File: config.mk
export PLATFORM = sky130hd
export DESIGN_NAME = mtrx_wr_sched
export DESIGN_NICKNAME = d
export VERILOG_FILES = /design/src/rtl/mtrx_pkg.sv /design/src/rtl/mtrx_fill_engine.sv /design/src/rtl/mtrx_wr_sched.sv
export SDC_FILE = /design/constraint.sdc
export NUM_CORES = 1
export LEC_CHECK = 0
export BUFFER_PORTS_ARGS = -buffer_cell sky130_fd_sc_hd__buf_4
export CAP_MARGIN = 10
export CORE_UTILIZATION = 40
export DETAILED_ROUTE_END_ITERATION = 10
export PLACE_DENSITY = 0.67
export SYNTH_ARGS = -nofsm -noshare
export SYNTH_HDL_FRONTEND = slang
export SYNTH_SLANG_ARGS = --single-unit
File: constraint.sdc
create_clock -name clk100 -period 5.1 [get_ports clk100]
set_clock_uncertainty 0.1 [all_clocks]
set_input_delay 0.51 -clock clk100 [delete_from_list [all_inputs] [get_ports clk100]]
set_output_delay 0.51 -clock clk100 [all_outputs]
set_load 0.05 [all_outputs]
File: src/rtl/mtrx_pkg.sv
// mtrx_pkg: register map, command/status bit positions and fill FSM encodings
// shared by the matrix write scheduler. Rev 1.0
`default_nettype none

package mtrx_pkg;

  localparam logic [15:0] REG_FRONT      = 16'd2048;
  localparam logic [15:0] REG_FILL_COLOR = 16'd2049;
  localparam logic [15:0] REG_CMD        = 16'd2050;
  localparam logic [15:0] REG_STATUS     = 16'd2051;

  localparam int CMD_FILL_BIT  = 0;
  localparam int CMD_SWAP_BIT  = 1;

  localparam int ST_BUSY_BIT   = 0;
  localparam int ST_SWAP_BIT   = 1;
  localparam int ST_FRONT_BIT  = 2;

  localparam logic [0:0] FSM_IDLE = 1'b0;
  localparam logic [0:0] FSM_FILL = 1'b1;

  typedef logic [11:0] rgb444_t;

  function automatic logic [15:0] status_word(input logic busy, input logic pend,
                                              input logic front);
    logic [15:0] w;
    w               = '0;
    w[ST_BUSY_BIT]  = busy;
    w[ST_SWAP_BIT]  = pend;
    w[ST_FRONT_BIT] = front;
    return w;
  endfunction

endpackage

`default_nettype wire

File: src/rtl/mtrx_fill_engine.sv
// mtrx_fill_engine: walks a word index 0..FB_WORDS-1, one word per non-stalled
// cycle, and flags the cycle the last word is issued. Rev 1.0
`default_nettype none

module mtrx_fill_engine
  import mtrx_pkg::*;
#(
  parameter int FB_WORDS = 1024
) (
  input  logic                        clk100,
  input  logic                        rst_n,
  input  logic                        i_start,
  input  logic                        i_stall,
  output logic                        o_busy,
  output logic                        o_issue,
  output logic [$clog2(FB_WORDS)-1:0] o_idx,
  output logic                        o_done
);

  localparam int IDX_W = $clog2(FB_WORDS);

  logic [0:0]       r_state;
  logic [IDX_W-1:0] r_idx;
  logic             w_last;

  assign w_last  = (r_idx == IDX_W'(FB_WORDS - 1));
  assign o_busy  = (r_state == FSM_FILL);
  assign o_issue = o_busy && !i_stall;
  assign o_done  = o_issue && w_last;
  assign o_idx   = r_idx;

  always_ff @(posedge clk100 or negedge rst_n) begin
    if (!rst_n) begin
      r_state <= FSM_IDLE;
      r_idx   <= '0;
    end else begin
      case (r_state)
        FSM_IDLE: begin
          r_idx <= '0;
          if (i_start) r_state <= FSM_FILL;
        end
        FSM_FILL: begin
          // A stalled cycle keeps the index so no word is skipped or repeated
          if (o_issue) begin
            if (w_last) begin
              r_state <= FSM_IDLE;
              r_idx   <= '0;
            end else begin
              r_idx <= r_idx + 1'b1;
            end
          end
        end
        default: r_state <= FSM_IDLE;
      endcase
    end
  end

endmodule

`default_nettype wire

File: src/rtl/mtrx_wr_sched.sv
// mtrx_wr_sched: arbitrates host pixel writes against buffer fills onto the
// matrix write port and manages front-buffer swaps at frame boundaries. Rev 1.0
`default_nettype none

module mtrx_wr_sched
  import mtrx_pkg::*;
#(
  parameter int FB_WORDS = 1024,
  parameter int ADDR_W   = 11
) (
  input  logic              clk100,
  input  logic              rst_n,
  input  logic              sb_wr,
  input  logic              sb_rd,
  input  logic [15:0]       sb_addr,
  input  logic [15:0]       sb_wr_data,
  output logic [15:0]       sb_rd_data,
  input  logic              frame_start,
  output logic              mtrx_wr,
  output logic [ADDR_W-1:0] mtrx_wr_addr,
  output logic [11:0]       mtrx_wr_data,
  output logic              front,
  output logic              irq
);

  localparam int          IDX_W   = $clog2(FB_WORDS);
  localparam logic [15:0] PIX_END = 16'(2 * FB_WORDS);

  logic              w_pix_wr, w_front_wr, w_color_wr, w_cmd_wr;
  logic              w_fill_req, w_swap_req, w_start;
  logic              w_busy, w_issue, w_done;
  logic              w_swap_evt, w_swap_do;
  logic [IDX_W-1:0]  w_idx;
  logic [ADDR_W-1:0] w_fill_addr;
  logic [15:0]       w_rd_val;
  logic              w_unused;

  logic              r_wr;
  logic [ADDR_W-1:0] r_addr;
  rgb444_t           r_data;
  logic              r_front;
  logic              r_swap_pend;
  rgb444_t           r_fill_color;
  rgb444_t           r_fill_lat;
  logic              r_fill_buf;
  logic              r_irq;
  logic [15:0]       r_rd_data;

  assign w_pix_wr   = sb_wr && (sb_addr < PIX_END);
  assign w_front_wr = sb_wr && (sb_addr == REG_FRONT);
  assign w_color_wr = sb_wr && (sb_addr == REG_FILL_COLOR);
  assign w_cmd_wr   = sb_wr && (sb_addr == REG_CMD);
  assign w_fill_req = w_cmd_wr && sb_wr_data[CMD_FILL_BIT];
  assign w_swap_req = w_cmd_wr && sb_wr_data[CMD_SWAP_BIT];
  assign w_start    = w_fill_req && !w_busy;

  // A swap may not coincide with a fill start, or the fill would target the new front
  assign w_swap_evt = frame_start && r_swap_pend && !w_busy && !w_start;
  assign w_swap_do  = w_swap_evt && !w_front_wr;

  assign w_fill_addr = ADDR_W'({r_fill_buf, w_idx});
  assign w_unused    = ^sb_wr_data[15:12];

  mtrx_fill_engine #(
    .FB_WORDS (FB_WORDS)
  ) u_fill (
    .clk100  (clk100),
    .rst_n   (rst_n),
    .i_start (w_start),
    .i_stall (w_pix_wr),
    .o_busy  (w_busy),
    .o_issue (w_issue),
    .o_idx   (w_idx),
    .o_done  (w_done)
  );

  always_ff @(posedge clk100 or negedge rst_n) begin
    if (!rst_n) begin
      r_wr   <= 1'b0;
      r_addr <= '0;
      r_data <= '0;
    end else begin
      r_wr <= w_pix_wr || w_issue;
      if (w_pix_wr) begin
        r_addr <= sb_addr[ADDR_W-1:0];
        r_data <= sb_wr_data[11:0];
      end else if (w_issue) begin
        r_addr <= w_fill_addr;
        r_data <= r_fill_lat;
      end
    end
  end

  always_ff @(posedge clk100 or negedge rst_n) begin
    if (!rst_n) begin
      r_front      <= 1'b0;
      r_swap_pend  <= 1'b0;
      r_fill_color <= '0;
      r_fill_lat   <= '0;
      r_fill_buf   <= 1'b0;
      r_irq        <= 1'b0;
    end else begin
      r_irq <= w_done || w_swap_do;

      if (w_color_wr) r_fill_color <= sb_wr_data[11:0];

      if (w_start) begin
        r_fill_lat <= r_fill_color;
        r_fill_buf <= ~r_front;
      end

      if (w_front_wr)     r_front <= sb_wr_data[0];
      else if (w_swap_do) r_front <= ~r_front;

      // A swap event consumes the pending request even when a FRONT write overrides it
      if (w_swap_evt)      r_swap_pend <= 1'b0;
      else if (w_swap_req) r_swap_pend <= 1'b1;
    end
  end

  always_comb begin
    w_rd_val = '0;
    case (sb_addr)
      REG_FRONT:      w_rd_val = {15'd0, r_front};
      REG_FILL_COLOR: w_rd_val = {4'd0, r_fill_color};
      REG_STATUS:     w_rd_val = status_word(w_busy, r_swap_pend, r_front);
      default:        w_rd_val = '0;
    endcase
  end

  always_ff @(posedge clk100 or negedge rst_n) begin
    if (!rst_n)     r_rd_data <= '0;
    else if (sb_rd) r_rd_data <= w_rd_val;
  end

  assign sb_rd_data   = r_rd_data;
  assign mtrx_wr      = r_wr;
  assign mtrx_wr_addr = r_addr;
  assign mtrx_wr_data = r_data;
  assign front        = r_front;
  assign irq          = r_irq;

endmodule

`default_nettype wire

==> metrics <==
run status=finished clean; Hold/Removal Path Class=input port to asynchronous set/reset pin; Max-Slew Margin vs Limit=0.3584; drt total wl=7210 um; Tmin final=2245 ps; Layout area overhead=22.11%; H-tree depth=3; CTS Hold Bufs=0; Placer Congestion=0.7226; Via density=5.144; synth warn=0; ANT nets after route=0; Resized cells post-CTS=0; DRC errors left=0; # clock sinks=75; top cell type by total area after synthesis=dfrtp_1; largest net degree at the start of global routing=76; CP required=5210 ps; clock latency on the worst-skew pair=350 ps; Leak Pwr=1.982 nW; final period utilization=0.4403; drt pass-1 iters=4; fin util=0.5071; num rows=33; # IOs=79; CP Capture Type=flip-flop; height of the chip=94.36 um; Max clock buf depth=2; Post-DP HPWL=4879 um; initial antenna violation count=0; Tot Pwr=1.409 mW; Worst Path Class, Setup=input port to flip-flop; Placement Cell Area=3984 um2; Syn Std Cell Area=3412 um2; Unique masters post-synth=44; first-pass GRT wire length=11830 um; Post-synth top cells=dfrtp_1 (75), nand2_1 (34), o21ai_0 (29), mux2i_1 (25), mux2_2 (18); Final Cell Area=4167 um2; total grt overflow=0; most numerous cell in the Yosys netlist=dfrtp_1; worst slew pin tran=962.3 ps; Reg clk slew, reported paths=90 ps; top-area cell type share of the netlist area=0.5501; Antenna Cells=0; mean post-synth cell area=11.81 um2; Highest Clock Rate=445.3 MHz; fin worst setup slack=2855 ps; placed cells=449; layout cells sized above 1=0.3278; DRT iter0 DRCs=133; Initial Util=0.4153; Vias=2392; Setup WS pre-CTS=2438 ps; sequential area share after synthesis=0.5501; Synth Flop Type=dfrtp_1; RSZ-0062 raised after global routing=no; Final nets=393; gr usage total=0.1759; number of buffers created by CTS=9; top post-synthesis cells by area=dfrtp_1 (55%), mux2i_1 (7.3%), mux2_2 (5.9%); fin. max-slew vios=0; Chip Width=94.36 um; power per cell area=338.2 nW/um2; maxcap violations=0; Routed WL per cell=15.51 um; Layout Cells excl Fill=465; Post-CTS Setup Bufs=0; clock tree from TritonCTS=built; flops & latches, synth=75; Worst IR Drop VDD=215.3 uV; root cell of the clock tree=clkbuf_8; hold slack final=182.1 ps; Fin. Hold Viols=0; Setup Total Neg Slack=0 ps; Critical Path AT=2360 ps; die area=8904 um2; vias in the first global route=2296; Post-synth EDFFs=0; Synth async-reset ratio=1.000; Setup Viol. Count Final=0; input/output buffers=70; Syn Inst Count=289; core area=8217 um2; crit path max fanout=26; crit path launch type=input port
==> per-layer routing <==
metal,up-vias,share of wire,global-route usage
li1,1155,-,-
met1,1177,0.47,0.2529
met2,52,0.46,0.2585
met3,8,0.048,0.02979
met4,0,0.018,0.08205
met5,-,0,0
==> flip-flops by register name, summed over array words and instances (netlist names) <==
name / flops
front: 1
irq: 1
mtrx_wr: 1
mtrx_wr_addr: 11
mtrx_wr_data: 12
r_fill_buf: 1
r_fill_color: 12
r_fill_lat: 12
r_swap_pend: 1
sb_rd_data: 12
u_fill.o_busy: 1
u_fill.o_idx: 10
==> worst max-delay path: stages <==
cell	delay, ps
buf_4	120
nor4_4	310
and3b_1	740
buf_4	390
nor2_1	70
o21ai_0	140
a31oi_1	60
==> area by class of cell <==
cell class              instances  area, um2
fillers                       743       4050
flip-flops and latches         75       1878
multi-input cells             194       1426
repair buffers                 71      533.0
well taps                     105      131.4
clock buffers                   9      123.9
clock inverters                 7      58.81
inverters                       4      15.01
==> kinds of logic after synthesis <==
| family | after synthesis | share of synthesized area |
|---|---|---|
| fa+ha+maj | 1 | 0.003666 |
| flops | 75 | 0.5501 |
| mux | 49 | 0.1591 |
| other cells | 1 | 0.001099 |
| simple gates | 82 | 0.1394 |
| buf+inv | 23 | 0.03520 |
| compound gates | 54 | 0.1012 |
| xor+xnor | 4 | 0.01027 |
==> power by group <==
group,internal (mW),leakage [nW],switching [mW]
logic,0.0959,0.911,0.225
registers,0.637,0.979,0.0252
clock network,0.185,0.0925,0.240
total,0.918,1.98,0.491
==> layout by cell type, fill, tap and decap left out, types with 5 or more instances in the layout <==
cell,n
mux2i_1,25
clkbuf_8,9
nand3_1,8
a21boi_0,5
buf_4,71
nor2_1,7
mux2_2,18
mux2_4,6
a22o_1,9
o21ai_0,29
dfrtp_1,74
nand2_1,34
==> path summary, 6_finish.rpt <==
path	slack, ps	from	depth (start not counted)	to
worst max-delay path	2850	sb_addr[13]	7	u_fill.o_idx[3]
worst min-delay path	180	rst_n	1	sb_rd_data[10]
worst max register to register	2990	u_fill.o_busy	2	r_fill_lat[11]
worst min register to register	400	sb_rd_data[1]	1	sb_rd_data[1]
max in group asynchronous	4040	rst_n	1	u_fill.o_busy
min in group clk100	260	sb_wr_data[10]	3	mtrx_wr_data[10]
Power figures use the tool's default switching activity.
